**config.mk**
```make
export PLATFORM = sky130hd
export DESIGN_NAME = multicycle_main_ctrl_flat
export DESIGN_NICKNAME = d
export VERILOG_FILES = /design/src/rtl/multicycle_main_ctrl_if.sv /design/src/rtl/multicycle_main_ctrl.sv /design/src/flat_wrapper.sv
export SDC_FILE = /design/constraint.sdc
export NUM_CORES = 1
export LEC_CHECK = 0
export ABC_CLOCK_PERIOD_IN_PS = 3900
export CORE_AREA = 2 2 58 60
export CTS_CLUSTER_DIAMETER = 80
export DETAILED_ROUTE_END_ITERATION = 6
export DIE_AREA = 0 0 60 62
export RECOVER_POWER = 25
export SLEW_MARGIN = 20
export SYNTH_ARGS = -nofsm -noshare
export SYNTH_HDL_FRONTEND = slang
export SYNTH_SLANG_ARGS = --single-unit
export TNS_END_PERCENT = 50
```
**constraint.sdc**
```tcl
create_clock -name clk -period 3.9 [get_ports clk]
set_input_delay 0.39 -clock clk [delete_from_list [all_inputs] [get_ports clk]]
set_output_delay 0.39 -clock clk [all_outputs]
set_load 0.02 [all_outputs]
```
**src/rtl/multicycle_main_ctrl_if.sv**
```systemverilog
// multicycle_main_ctrl_if: control bundle between the multi-cycle MIPS main FSM and its datapath.
//   slave  (controller side): takes op, zero, mem_ready; drives strobes, enables, selects and state.
//   master (datapath side)  : drives op, zero, mem_ready; takes everything else.
interface multicycle_main_ctrl_if;
   logic [5:0] op;
   logic       zero;
   logic       mem_ready;
   logic       mem_read;
   logic       mem_write;
   logic       iord;
   logic       ir_write;
   logic       reg_dst;
   logic       mem_to_reg;
   logic       reg_write;
   logic       alu_src_a;
   logic [1:0] alu_src_b;
   logic [1:0] alu_op;
   logic [1:0] pc_source;
   logic       pc_en;
   logic [3:0] state;
   modport slave (
      input  op, zero, mem_ready,
      output mem_read, mem_write, iord, ir_write, reg_dst, mem_to_reg, reg_write,
             alu_src_a, alu_src_b, alu_op, pc_source, pc_en, state
   );
   modport master (
      output op, zero, mem_ready,
      input  mem_read, mem_write, iord, ir_write, reg_dst, mem_to_reg, reg_write,
             alu_src_a, alu_src_b, alu_op, pc_source, pc_en, state
   );
endinterface

```
**src/rtl/multicycle_main_ctrl.sv**
```systemverilog
// multicycle_main_ctrl: main control FSM of the multi-cycle MIPS datapath.
//   clk   : rising-edge clock
//   reset : synchronous active-high, returns the FSM to FETCH
//   bus   : slave side of multicycle_main_ctrl_if (opcode, zero flag, memory handshake in;
//           memory strobes, register/PC enables, mux selects, ALUOp and debug state out)
module multicycle_main_ctrl #(
   parameter bit WAIT_MEM = 1'b1
) (
   input logic                   clk,
   input logic                   reset,
   multicycle_main_ctrl_if.slave bus
);
   typedef enum logic [3:0] {
      FETCH  = 4'd0,  DECODE = 4'd1,  MEMADR = 4'd2,  MEMRD  = 4'd3,
      MEMWB  = 4'd4,  MEMWR  = 4'd5,  EXEC   = 4'd6,  ALUWB  = 4'd7,
      BRANCH = 4'd8,  ADDIEX = 4'd9,  IMMWB  = 4'd10, JUMP   = 4'd11,
      ANDIEX = 4'd12
   } state_t;

   localparam logic [5:0] OP_R = 6'b000000, OP_LW = 6'b100011, OP_SW = 6'b101011,
                          OP_BEQ = 6'b000100, OP_J = 6'b000010, OP_ADDI = 6'b001000,
                          OP_ANDI = 6'b001100;

   typedef struct packed {
      logic       mem_read;
      logic       mem_write;
      logic       iord;
      logic       reg_dst;
      logic       mem_to_reg;
      logic       reg_write;
      logic       alu_src_a;
      logic [1:0] alu_src_b;
      logic [1:0] alu_op;
      logic [1:0] pc_source;
      logic       fetch;
      logic       branch;
      logic       pc_write;
   } ctl_t;

   state_t st;
   ctl_t   c;
   logic   rdy;
   state_t nxt;

   assign rdy = WAIT_MEM ? bus.mem_ready : 1'b1;

   function automatic state_t next_st(state_t s, logic [5:0] op, logic r);
      state_t n;
      n = FETCH;
      case (s)
         FETCH:  n = r ? DECODE : FETCH;
         DECODE: case (op)
                    OP_LW, OP_SW: n = MEMADR;
                    OP_R:         n = EXEC;
                    OP_BEQ:       n = BRANCH;
                    OP_ADDI:      n = ADDIEX;
                    OP_ANDI:      n = ANDIEX;
                    OP_J:         n = JUMP;
                    default:      n = FETCH;
                 endcase
         MEMADR: n = (op == OP_SW) ? MEMWR : MEMRD;
         MEMRD:  n = r ? MEMWB : MEMRD;
         MEMWR:  n = r ? FETCH : MEMWR;
         EXEC:   n = ALUWB;
         ADDIEX: n = IMMWB;
         ANDIEX: n = IMMWB;
         default: n = FETCH;
      endcase
      return n;
   endfunction

   // Moore outputs of a state; fetch/branch/pc_write are qualifiers that get
   // combined with MemReady/Zero at the outputs.
   function automatic ctl_t dec(state_t s);
      ctl_t o;
      o = '0;
      case (s)
         FETCH:  begin o.mem_read = 1'b1; o.alu_src_b = 2'b01; o.fetch = 1'b1; end
         DECODE: o.alu_src_b = 2'b11;
         MEMADR: begin o.alu_src_a = 1'b1; o.alu_src_b = 2'b10; end
         MEMRD:  begin o.iord = 1'b1; o.mem_read = 1'b1; end
         MEMWB:  begin o.mem_to_reg = 1'b1; o.reg_write = 1'b1; end
         MEMWR:  begin o.iord = 1'b1; o.mem_write = 1'b1; end
         EXEC:   begin o.alu_src_a = 1'b1; o.alu_op = 2'b10; end
         ALUWB:  begin o.reg_dst = 1'b1; o.reg_write = 1'b1; end
         BRANCH: begin o.alu_src_a = 1'b1; o.alu_op = 2'b01; o.pc_source = 2'b01; o.branch = 1'b1; end
         ADDIEX: begin o.alu_src_a = 1'b1; o.alu_src_b = 2'b10; end
         IMMWB:  o.reg_write = 1'b1;
         JUMP:   begin o.pc_source = 2'b10; o.pc_write = 1'b1; end
         ANDIEX: begin o.alu_src_a = 1'b1; o.alu_src_b = 2'b10; o.alu_op = 2'b11; end
         default: o = '0;
      endcase
      return o;
   endfunction

   assign nxt = next_st(st, bus.op, rdy);

   // Outputs are registered alongside the state by decoding the state being entered.
   always_ff @(posedge clk) begin
      if (reset) begin
         st <= FETCH;
         c  <= dec(FETCH);
      end else begin
         st <= nxt;
         c  <= dec(nxt);
      end
   end

   assign bus.mem_read   = c.mem_read;
   assign bus.mem_write  = c.mem_write;
   assign bus.iord       = c.iord;
   assign bus.ir_write   = c.fetch & rdy;
   assign bus.reg_dst    = c.reg_dst;
   assign bus.mem_to_reg = c.mem_to_reg;
   assign bus.reg_write  = c.reg_write;
   assign bus.alu_src_a  = c.alu_src_a;
   assign bus.alu_src_b  = c.alu_src_b;
   assign bus.alu_op     = c.alu_op;
   assign bus.pc_source  = c.pc_source;
   assign bus.pc_en      = c.pc_write | (c.branch & bus.zero) | (c.fetch & rdy);
   assign bus.state      = st;
endmodule

```
**src/flat_wrapper.sv**
```systemverilog
// flat-port wrapper written by rule: the top's interface ports become plain ports
module multicycle_main_ctrl_flat 
#(
   parameter bit WAIT_MEM = 1'b1
)
  (clk, reset, bus_op, bus_zero, bus_mem_ready, bus_mem_read, bus_mem_write, bus_iord, bus_ir_write, bus_reg_dst, bus_mem_to_reg, bus_reg_write, bus_alu_src_a, bus_alu_src_b, bus_alu_op, bus_pc_source, bus_pc_en, bus_state);
  multicycle_main_ctrl_if bus_i ();
  input logic clk;
  input logic reset;
  input wire logic [$bits(bus_i.op)-1:0] bus_op;
  input wire logic [$bits(bus_i.zero)-1:0] bus_zero;
  input wire logic [$bits(bus_i.mem_ready)-1:0] bus_mem_ready;
  output wire logic [$bits(bus_i.mem_read)-1:0] bus_mem_read;
  output wire logic [$bits(bus_i.mem_write)-1:0] bus_mem_write;
  output wire logic [$bits(bus_i.iord)-1:0] bus_iord;
  output wire logic [$bits(bus_i.ir_write)-1:0] bus_ir_write;
  output wire logic [$bits(bus_i.reg_dst)-1:0] bus_reg_dst;
  output wire logic [$bits(bus_i.mem_to_reg)-1:0] bus_mem_to_reg;
  output wire logic [$bits(bus_i.reg_write)-1:0] bus_reg_write;
  output wire logic [$bits(bus_i.alu_src_a)-1:0] bus_alu_src_a;
  output wire logic [$bits(bus_i.alu_src_b)-1:0] bus_alu_src_b;
  output wire logic [$bits(bus_i.alu_op)-1:0] bus_alu_op;
  output wire logic [$bits(bus_i.pc_source)-1:0] bus_pc_source;
  output wire logic [$bits(bus_i.pc_en)-1:0] bus_pc_en;
  output wire logic [$bits(bus_i.state)-1:0] bus_state;
  assign bus_i.op = bus_op;
  assign bus_i.zero = bus_zero;
  assign bus_i.mem_ready = bus_mem_ready;
  assign bus_mem_read = bus_i.mem_read;
  assign bus_mem_write = bus_i.mem_write;
  assign bus_iord = bus_i.iord;
  assign bus_ir_write = bus_i.ir_write;
  assign bus_reg_dst = bus_i.reg_dst;
  assign bus_mem_to_reg = bus_i.mem_to_reg;
  assign bus_reg_write = bus_i.reg_write;
  assign bus_alu_src_a = bus_i.alu_src_a;
  assign bus_alu_src_b = bus_i.alu_src_b;
  assign bus_alu_op = bus_i.alu_op;
  assign bus_pc_source = bus_i.pc_source;
  assign bus_pc_en = bus_i.pc_en;
  assign bus_state = bus_i.state;
  multicycle_main_ctrl #(.WAIT_MEM(WAIT_MEM)) u_core (.clk(clk), .reset(reset), .bus(bus_i));
endmodule
```
# Yosys cells after proc, flatten, opt, wreduce, memory -nomap -nowiden
# Index checks and enable logic that the tools add are counted.
# word_totals
ff_bits	20
latch_bits	0
ram_bits	0
rom_bits	0
in_bits	10
out_inout_bits	19
word_cells	72
memories	0
# classes
n_addsub	0
multipliers	0
n_div	0
magnitude_cmp	0
n_eq_ne	25
n_shift	0
mux	19
bitwise_logic	4
reduce_logical	10
# op_table
cell	count
$eq A4 B4 Y1 const B	7
$pmux W4 S7	1
$eq A4 B3 Y1 const B	6
$pmux W4 S6	1
$eq A4 B2 Y1 const B	4
$eq A6 B4 Y1 const B	2
$eq A6 B6 Y1 const B	2
$pmux W2 S3	2
$mux W1	11
$mux W3	3
$eq A4 B1 Y1 const B	2
$logic_not A4 Y1	2
$reduce_or A2 Y1	4
$eq A6 B2 Y1 const B	1
$eq A6 B3 Y1 const B	1
$logic_not A6 Y1	1
$reduce_or A3 Y1	2
$reduce_or A5 Y1	1
$pmux W2 S2	1
$and A1 B1 Y1	2
$or A1 B1 Y1	2

# Depth between registers and ports, before layout
# depth
depth_word	7
mapped_depth	8
ltp_nobuf	6

# Worst setup path before layout
# No wires, ideal clock.
# synth_path
path_type	reg-to-reg
from	register u_core.st[3], in the netlist u_core.bus.state[3]
to	register u_core.c, in the netlist u_core.bus.alu_src_b[0]
setup_ps	127
t_arrival_ps	1705
required_time_ps	3773
setup_slack_ps	2068
stages_incl_launch_ff	8
path_buffers	1
period_less_slack_ps	1832
cell_sequence	dfxtp_1 > buf_6 > or4b_1 > a31o_2 > nand4_2 > inv_1 > nand2_1 > o211ai_1
# synth_via
elab_chain_len	6
elab_cells_between_ends	17
classes_between	11 x eq/ne; 2 x mux; 4 x reduce/logical
# synth_rtl
element	line_no	text
start, declared	multicycle_main_ctrl.sv:40	state_t st;
start signal, assigned	multicycle_main_ctrl.sv:104	st <= nxt;
$eq A4 B4 Y1	multicycle_main_ctrl.sv:50	case (s)
$reduce_or A2 Y1 (no source line)	n/a	
$pmux W4 S7 *	multicycle_main_ctrl.sv:50	
$eq A4 B2 Y1 or $eq A4 B4 Y1 (tied branches)	multicycle_main_ctrl.sv:77	case (s)
$reduce_or A3 Y1 (no source line)	n/a	
$pmux W2 S3 *	multicycle_main_ctrl.sv:77	
end signal, assigned	multicycle_main_ctrl.sv:102	c <= dec(FETCH);
end signal, assigned	multicycle_main_ctrl.sv:105	c <= dec(nxt);
end, declared	multicycle_main_ctrl.sv:41	ctl_t c;
# Every way passes the cells marked *; elsewhere a longest branch is shown, timed or not.
# A chain may end at the register's enable or synchronous reset.

# Worst setup path in the final report
# layout_path
from	input port bus_mem_ready
to	register u_core.c, in the netlist u_core.bus.alu_src_b[1]
# layout_via
elab_chain_len	5
elab_cells_between_ends	11
classes_between	4 x eq/ne; 5 x mux; 2 x reduce/logical
# layout_rtl
element	line_no	text
start, declared	flat_wrapper.sv:12	input wire logic [$bits(bus_i.mem_ready)-1:0] bus_mem_ready;
$mux W3 (tied with other cells)	multicycle_main_ctrl.sv:63	MEMWR: n = r ? FETCH : MEMWR;
$pmux W4 S7 *	multicycle_main_ctrl.sv:50	
$eq A4 B2 Y1 or $eq A4 B4 Y1 (tied branches)	multicycle_main_ctrl.sv:77	
$reduce_or A3 Y1 (no source line)	n/a	
$pmux W2 S3 *	multicycle_main_ctrl.sv:77	
# Marked as above.

==> flow_summary.yaml <==
sta:
  tightest_slew_ps: 762
  slew_violations: 0
  min_period_ps: 2430
  fin_ws_ps: 1470
  finalHoldViolCount: 0
  setup_viol: 0
  hold-worst-slack_ps: 840
  fmaxAchievable_mhz: 412
  skew_ps: 1.37
  period_share: 0.622
  tns_ps: 0
  rsz0062_at_grt: "false"
  slew_headroom: 0.492
critical_path:
  critPathMaxFanout: 11
  arrival_ps: 2650
  cp-endpoint: "u_core.bus.alu_src_b[1]"
  r2r_setup_slack_ps: 1560
  worstReg2RegEnd: "u_core.bus.alu_src_b[1]"
  worstPathRequired_ps: 4130
  crit_start: "bus_mem_ready"
  reg2reg_from: "u_core.bus.state[1]"
  end_kind: "flip-flop"
  crit_path_start_kind: "input port"
  worst-r2r-cell-count: 6
  critPathKind: "in -> reg"
clocking:
  cts-hold-fix-buffers: 0
  htreeDepth: 1
  ctsResizeCount: 0
  postCtsSetupRepairBufs: 0
  clock-sinks: 19
  cts_tree: "yes"
  clock-root-buffer: "clkbuf_4"
  clock_latency_ps: 300
  numCtsBuffers: 3
  cts_max_path_buffers: 2
  cts.reportedPaths.clkPinSlew_ps: 110
cells_and_area:
  antennaDiodeCount: 0
  drive_above_1_share: 0.104
  syn_to_final_growth_pct: 27.6
  utilization: 0.410
  fill_cells: 319
  multiInputGateArea_um2: 549
  largest_reg_flops: 4
  regArea_um2: 380
  final_nets: 146
yosys:
  synth_top_area_frac: 0.373
  syn_inst: 114
  synthTopCellsByCount: "19 x dfxtp_1, 10 x nor2_1, 7 x buf_4"
  syn-cell-area_um2: 1020
  synthTopCellsByArea: "dfxtp_1 37%, buf_4 5.1%, nor2_1 3.7%, nand3_1 2.9%, nor3_1 2.9%"
  syn_nets: 124
  synthFlopType: "dfxtp_1"
  yosysTopAreaCell: "dfxtp_1"
  async_flop_share: 0
  synth_edf_count: 0
  ys_seq_elements: 19
  yosysMostFrequentCell: "dfxtp_1"
  synth_warnings: 0
  ys_seq_area_frac: 0.373
  yosysUniqueCellTypes: 43
  synth_area_per_cell_um2: 8.96
power_and_ir_drop:
  peakVddDrop_mv: 0.100
  p_leak_nw: 0.480
  powerDensity_nw_per_um2: 280
floorplan:
  initial_core_util: 0.321
  die_y_um: 62
  die-area_um2: 3720
  die_x_um: 60
  rows: 21
  io-pin-count: 29
  core_um2: 3180
grt:
  grt_pass1_wl_um: 3330
  grt_max_degree: 15
  grt.total_usage: 0.120
  grt_antenna_before_repair: 0
  grt_pass1_vias: 758
  grt-ovfl-total: 0
detailed_routing:
  drtIter0Drc: 21
  wire_per_inst_um: 11.4
  drc: 0
  vias: 895
  drtAntennaViolNets: 0
  vias_per_cell: 4.94
  dr.pass1.iters: 4
  wirelength_um: 2060
hold_path:
  hp-class: "reg -> reg"
place:
  place_congestion: 0.757
  portBuffers: 28
  place_ws_ps: 1170
  hpwl_um: 1600
status:
  status: "finished clean"
flow_run:
  drv_cap: 0
==> through the flow <==
| stage | cell area [um2] | instances | power (W) |
|---|---|---|---|
| final | 1300 | 181 | 0.000365 |
| after global placement | 1270 | 177 | 0.000271 |
| after CTS | 1300 | 181 | 0.000369 |
| after global routing | 1300 | 181 | 0.000381 |
| after floorplan | 1020 | 114 | 0.000245 |
| after detailed placement | 1270 | 177 | 0.000271 |
==> how the worst min path moves through the flow <==
stage / startpoint / to / slack, ps / cells past startpoint
4_1_cts: u_core.bus.state[1] / u_core.bus.alu_src_b[0] / 840 / 2
2_1_floorplan: reset / u_core.bus.mem_write / 580 / 2
5_1_grt: u_core.bus.state[1] / u_core.bus.alu_src_b[0] / 910 / 2
6_report: u_core.bus.state[1] / u_core.bus.alu_src_b[0] / 840 / 2
3_5_place_dp: u_core.bus.state[1] / u_core.bus.alu_src_b[0] / 820 / 2
3_3_place_gp: u_core.bus.state[1] / u_core.bus.alu_src_b[0] / 820 / 2
==> critical path: stages <==
cell	delay [ps]
clkdlybuf4s50_1	590
nand4bb_1	250
a31oi_1	130
a311oi_2	700
o21ai_0	220
a21o_1	230
a31oi_1	150
==> report_power, final <==
group          internal (W)  leakage, nW  switching (W)
Clock             0.0000382       0.0177      0.0000611
Sequential         0.000199        0.154     0.00000339
Combinational     0.0000308        0.308      0.0000329
==> cell families after synthesis <==
family | synth area share
AOI/OAI and AO/OA | 0.161
xor gates and xnor gates | 0.0343
buffers and inverters | 0.0895
DFF | 0.373
and+or+nand+nor | 0.343
==> routing by layer <==
layer  up-vias  track usage  share of wire
li1        453            -              -
met1       422        0.147           0.46
met2        16        0.200           0.50
met3         4       0.0186          0.017
met4         0       0.0667          0.021
met5         -            0              0
==> layout by cell type, fill, tap and decap left out, types with 3 or more instances in the layout <==
master | Yosys | routed
and3_1 | 3 | 3
nand3_1 | 6 | 6
dfxtp_1 | 19 | 19
dlygate4sd3_1 | 0 | 8
nor2_1 | 10 | 10
nor2b_1 | 4 | 4
nor3_1 | 6 | 6
clkbuf_4 | 0 | 3
clkdlybuf4s50_1 | 0 | 20
and2_1 | 4 | 4
o21ai_0 | 5 | 5
nand2_1 | 5 | 5
xor2_1 | 3 | 3
==> cell type report <==
class	instances	area share
Sequential cell	19	0.292
Tap cell	46	0.0442
Timing Repair Buffer	28	0.215
Clock buffer	3	0.0173
Multi-Input combinational cell	82	0.422
Clock inverter	1	0.00384
Inverter	2	0.00576
(Power assumes the default switching activity.)
==> RTL change 1: new RTL, config.mk and constraints unchanged <==
`WAIT_MEM` is set to 1'b1 in 2 places; all go to 1'b0.
--- a/src/rtl/multicycle_main_ctrl.sv
+++ b/src/rtl/multicycle_main_ctrl.sv
@@ -5,5 +5,5 @@
 //           memory strobes, register/PC enables, mux selects, ALUOp and debug state out)
 module multicycle_main_ctrl #(
-   parameter bit WAIT_MEM = 1'b1
+   parameter bit WAIT_MEM = 1'b0
 ) (
    input logic                   clk,
--- a/src/flat_wrapper.sv
+++ b/src/flat_wrapper.sv
@@ -2,5 +2,5 @@
 module multicycle_main_ctrl_flat 
 #(
-   parameter bit WAIT_MEM = 1'b1
+   parameter bit WAIT_MEM = 1'b0
 )
   (clk, reset, bus_op, bus_zero, bus_mem_ready, bus_mem_read, bus_mem_write, bus_iord, bus_ir_write, bus_reg_dst, bus_mem_to_reg, bus_reg_write, bus_alu_src_a, bus_alu_src_b, bus_alu_op, bus_pc_source, bus_pc_en, bus_state);
Formal check against the unedited RTL: not equivalent (a bounded check fails within 4 cycles, from zero or initial values and one cycle with reset high).
==> RTL change 1 against the original RTL <==
- fmax increased by 11%
- critical endpoint is now u_core.bus.mem_read$_SDFF_PP1_
- clock skew increased by 2.7 ps
- clock power decreased by 10%
- power decreased by 5.7%
- routed wire length decreased by 12%
- design area decreased by 13%
- worst setup slack improved by 240 ps
- area after synthesis decreased by 21%
- worst hold slack got worse by 170 ps
- sequential power decreased by 4%
- sequential cell count decreased by 1
==> RTL change 1: results (changes against the original RTL) <==
==================================================================================
Library cells used by synthesis                                                 37   was 43
Critical path arrival                                                      2360 ps   was 2650 ps
Number of global-route vias before repair                                      654   was 758
Final non-filler cell total                                                    156   was 181
First DRT Iteration DRCs                                                        32   was 21
Sum of net half-perimeters after detailed placement                       1.343 mm   was 1.604 mm
Worst Hold Launch                                                     u_core.bus.state[2]$_SDFF_PP0_   was u_core.bus.state[1]$_SDFF_PP0_
Count of placed standard cells including taps                                  153   was 177
Worst Hold Margin                                                         665.0 ps   was 839.7 ps
Cells after Synth                                                               84   was 114
Largest net degree at the start of global routing                               14   was 15
Share of the yosys chip area belonging to registers                         0.4444   was 0.3725
Number of synthesized register bits                                             18   was 19
Inserted Diodes                                                                  0   unchanged
Start point of the critical path                                         bus_op[3]   was bus_mem_ready
Share of final-layout standard cells stronger than drive strength 1         0.1364   was 0.1037
Tot GR Track Use                                                           0.09974   was 0.1197
Ranking of synthesized cells by area                                  sky130_fd_sc_hd__dfxtp_1 (44%), sky130_fd_sc_hd__nor2_1 (5.1%), sky130_fd_sc_hd__nor3_1 (3.7%), sky130_fd_sc_hd__xor2_1 (3.2%), sky130_fd_sc_hd__nor4_1 (2.3%)   was sky130_fd_sc_hd__dfxtp_1 (37%), sky130_fd_sc_hd__buf_4 (5.1%), sky130_fd_sc_hd__nor2_1 (3.7%), sky130_fd_sc_hd__nand3_1 (2.9%), sky130_fd_sc_hd__nor3_1 (2.9%)
Relative slew slack                                                         0.6587   was 0.4918
Routed vias/inst                                                             4.782   was 4.945
Maximum buffer depth of the clock tree                                           2   unchanged
Result of the run                                                     finished clean   unchanged
Highest ir drop seen on vdd                                           0.00006811 V   was 0.0001002 V
Final wirelength                                                          1.803 mm   was 2.059 mm
Final #Nets                                                                    122   was 146
First-pass GRT wire length                                                2.780 mm   was 3.325 mm
Worst-case register-to-register setup slack                                2070 ps   was 1560 ps
Internal power summed over all cells                                     0.2544 mW   was 0.2676 mW
Most numerous cell types in the synthesized netlist                   sky130_fd_sc_hd__dfxtp_1 (18), sky130_fd_sc_hd__nor2_1 (11), sky130_fd_sc_hd__nor3_1 (6)   was sky130_fd_sc_hd__dfxtp_1 (19), sky130_fd_sc_hd__nor2_1 (10), sky130_fd_sc_hd__buf_4 (7)
Area after detailed placement                                           1111 sq um   was 1275 sq um
Setup clock skew after layout                                             4.121 ps   was 1.371 ps
Synthesized net count                                                           94   was 124
Port Buffers                                                                    27   was 28
Leakage dissipation                                                      0.4284 nW   was 0.4797 nW
Global placer's final weighted congestion                                   0.7967   was 0.7572
==================================================================================
-- RTL change 1: power by group through the flow --
| stage | Combinational (mW) | Sequential [mW] | Clock [mW] |
|---|---|---|---|
| finish | 0.0619 | 0.193 | 0.0893 |
| CTS | 0.0630 | 0.193 | 0.0903 |
| detailed placement | 0.0626 | 0.198 | 0 |
| floorplan | 0.0295 | 0.204 | 0 |
| global route | 0.0671 | 0.194 | 0.0960 |
| global placement | 0.0620 | 0.198 | 0 |
-- RTL change 1: layer usage --
metal / part of all wire / vias to the layer above / GRT usage
li1: - / 366 / -
met1: 0.45 / 350 / 0.1146
met2: 0.48 / 25 / 0.1724
met3: 0.041 / 5 / 0.01863
met4: 0.028 / 0 / 0.06032
met5: 0 / - / 0
-- RTL change 1: cell type report --
cell class	count	area, sq um
Sequential cell	18	360.3
Clock buffer	3	22.52
Fill cell	325	2046
Multi-Input combinational cell	58	407.9
Inverter	4	15.01
Timing Repair Buffer	27	270.3
Tap cell	46	57.56
-- RTL change 1: cell families (layout without fill, tap and decap cells) --
kind of cell | Yosys count | count (layout) | synth area share
flops | 18 | 18 | 0.4444
buf+inv | 8 | 34 | 0.05246
compound gates | 14 | 14 | 0.1620
xor+xnor | 4 | 4 | 0.04322
simple gates | 40 | 40 | 0.2978
-- RTL change 1: worst paths after layout --
check | endpoint | cells after the start
min reg2reg | u_core.bus.iord$_SDFF_PP0_ | 1
max | u_core.bus.mem_read$_SDFF_PP1_ | 6
max reg2reg | u_core.bus.mem_read$_SDFF_PP1_ | 5
min | u_core.bus.iord$_SDFF_PP0_ | 1
-- RTL change 1: through the flow --
stage / utilization / setup slack [ps] / power, mW
after CTS: 0.3566 / 1791 / 0.3467
final: 0.3566 / 1713 / 0.3444
after detailed placement: 0.3495 / 1489 / 0.2604
after floorplan: - / 2174 / 0.2338
after global placement: 0.3495 / 1521 / 0.2597
after global routing: 0.3566 / 1592 / 0.3570
-- RTL change 1: worst max-delay path: stages --
cell	delay, ps
sky130_fd_sc_hd__dlygate4sd3_1	730
sky130_fd_sc_hd__xor2_1	170
sky130_fd_sc_hd__nand3_1	110
sky130_fd_sc_hd__a221o_1	470
sky130_fd_sc_hd__a41oi_1	380
sky130_fd_sc_hd__nand2_1	100
==> RTL change 2: new RTL, same settings <==
Without the edit above. Make the reset (`reset`) asynchronous in one clocked block.
--- a/src/rtl/multicycle_main_ctrl.sv
+++ b/src/rtl/multicycle_main_ctrl.sv
@@ -97,5 +97,5 @@
 
    // Outputs are registered alongside the state by decoding the state being entered.
-   always_ff @(posedge clk) begin
+   always_ff @(posedge clk or posedge reset) begin
       if (reset) begin
          st <= FETCH;
Function: differs if reset is asserted again (counterexample within 4 cycles, from zero or initial values and one cycle with reset high); with reset held inactive, the same outputs for 10 cycles.
==> RTL change 2 against the original RTL <==
- design area is 4.1% higher
- routed wire length is 3.0% lower
- critical endpoint is now bus_pc_en
- worst setup slack better by 170 ps
- sequential cell count stayed put
- fmax is 7.5% higher
- synthesized cell count is 14% lower
- area after synthesis is 4.0% higher
- largest cell class unchanged
Power is not compared: it rests on default switching activity, and its combinational part moved more than twofold at a synthesized area within 25%.
==> RTL change 2: results (changes against the original RTL) <==
==================================================================================
Largest fanout on the critical path                                              7   was 11
Result of the run                                                     finished clean   unchanged
Area after detailed placement                                           1330 sq um   was 1275 sq um
Type of the most critical hold path                                    in -> async   was reg -> reg
Share of final-layout standard cells stronger than drive strength 1         0.1667   was 0.1037
Share of the yosys chip area belonging to registers                         0.4511   was 0.3725
Global placer's final weighted congestion                                   0.8151   was 0.7572
Critical path arrival                                                      1870 ps   was 2650 ps
Largest net degree at the start of global routing                               20   was 15
Worst-case register-to-register setup slack                                1960 ps   was 1560 ps
Grt met1 use                                                                0.1392   was 0.1474
First-pass GRT wire length                                                3.332 mm   was 3.325 mm
Slowest library cell on the worst path                                sky130_fd_sc_hd__clkdlybuf4s50_1   was sky130_fd_sc_hd__a311oi_2
Relative slew slack                                                         0.5510   was 0.4918
Setup clock skew after layout                                             3.836 ps   was 1.371 ps
Syn-to-layout area delta                                                    27.68%   was 27.57%
Sum of net half-perimeters after detailed placement                       1.579 mm   was 1.604 mm
Crit path largest cell delay                                                530 ps   was 700 ps
Total of fill cells in the finished design                                     318   was 319
Tot GR Track Use                                                            0.1203   was 0.1197
Most numerous cell types in the synthesized netlist                   sky130_fd_sc_hd__dfrtp_1 (16), sky130_fd_sc_hd__nor2_1 (10), sky130_fd_sc_hd__buf_4 (8)   was sky130_fd_sc_hd__dfxtp_1 (19), sky130_fd_sc_hd__nor2_1 (10), sky130_fd_sc_hd__buf_4 (7)
Number of global-route vias before repair                                      744   was 758
Leading register cell type out of synthesis                           sky130_fd_sc_hd__dfrtp_1   was sky130_fd_sc_hd__dfxtp_1
First DRT Iteration DRCs                                                         5   was 21
Largest delay share family, worst path                                buffers and inverters   was compound AO/OA/AOI/OAI gates
Global-route met3 utilization                                              0.04141   was 0.01863
Post-synthesis async set-or-reset flop share                                 1.000   was 0
Ranking of synthesized cells by area                                  sky130_fd_sc_hd__dfrtp_1 (38%), sky130_fd_sc_hd__dfstp_2 (7.4%), sky130_fd_sc_hd__buf_4 (5.7%), sky130_fd_sc_hd__nor2_1 (3.5%), sky130_fd_sc_hd__nand2b_1 (2.9%)   was sky130_fd_sc_hd__dfxtp_1 (37%), sky130_fd_sc_hd__buf_4 (5.1%), sky130_fd_sc_hd__nor2_1 (3.7%), sky130_fd_sc_hd__nand3_1 (2.9%), sky130_fd_sc_hd__nor3_1 (2.9%)
Top-area cell type share of the netlist area                                0.3769   was 0.3725
==================================================================================
RTL change 2: power breakdown:
| group | switching [mW] | internal [mW] | total (mW) |
|---|---|---|---|
| sequential | 0.0474 | 0.251 | 0.298 |
| combinational | 0.204 | 0.198 | 0.403 |
| clock | 0.0535 | 0.0398 | 0.0933 |
RTL change 2: area by class of cell:
class	instances	area share
Multi-Input combinational cell	66	0.3607
Sequential cell	19	0.3533
Timing Repair Buffer	28	0.2066
Tap cell	46	0.04244
Clock buffer	4	0.01937
Inverter	3	0.01753
RTL change 2: routing by layer:
layer,part of all wire,routed length (um)
met2,0.52,1038
met3,0.046,92
met1,0.42,848
met4,0.0090,18
met5,0,0
RTL change 2: worst paths after layout:
path | endpoint | from | cells past startpoint
max in group asynchronous | u_core.bus.pc_source[1]$_DFF_PP0_ | reset | 2
hold / removal | u_core.bus.state[0]$_DFF_PP0_ | reset | 2
setup reg to reg | u_core.bus.alu_src_b[1]$_DFF_PP0_ | u_core.bus.state[1]$_DFF_PP0_ | 6
hold reg to reg | u_core.bus.mem_to_reg$_DFF_PP0_ | u_core.bus.state[0]$_DFF_PP0_ | 2
setup / recovery | bus_pc_en | bus_mem_ready | 4
min in group clk | u_core.bus.mem_to_reg$_DFF_PP0_ | u_core.bus.state[0]$_DFF_PP0_ | 2
RTL change 2: cells by family after synthesis:
family	after synthesis	share of synthesized area
simple gates	46	0.2968
buf+inv	13	0.08834
compound gates	15	0.1225
xor+xnor	5	0.04123
flops	19	0.4511
RTL change 2: through the flow:
stage,std cells,setup WS (ps),hold WS [ps]
floorplan,98,2081,338.9
global placement,162,1623,711.8
detailed placement,162,1587,712.0
CTS,166,1630,532.6
global route,166,1568,702.9
finish,166,1643,642.3
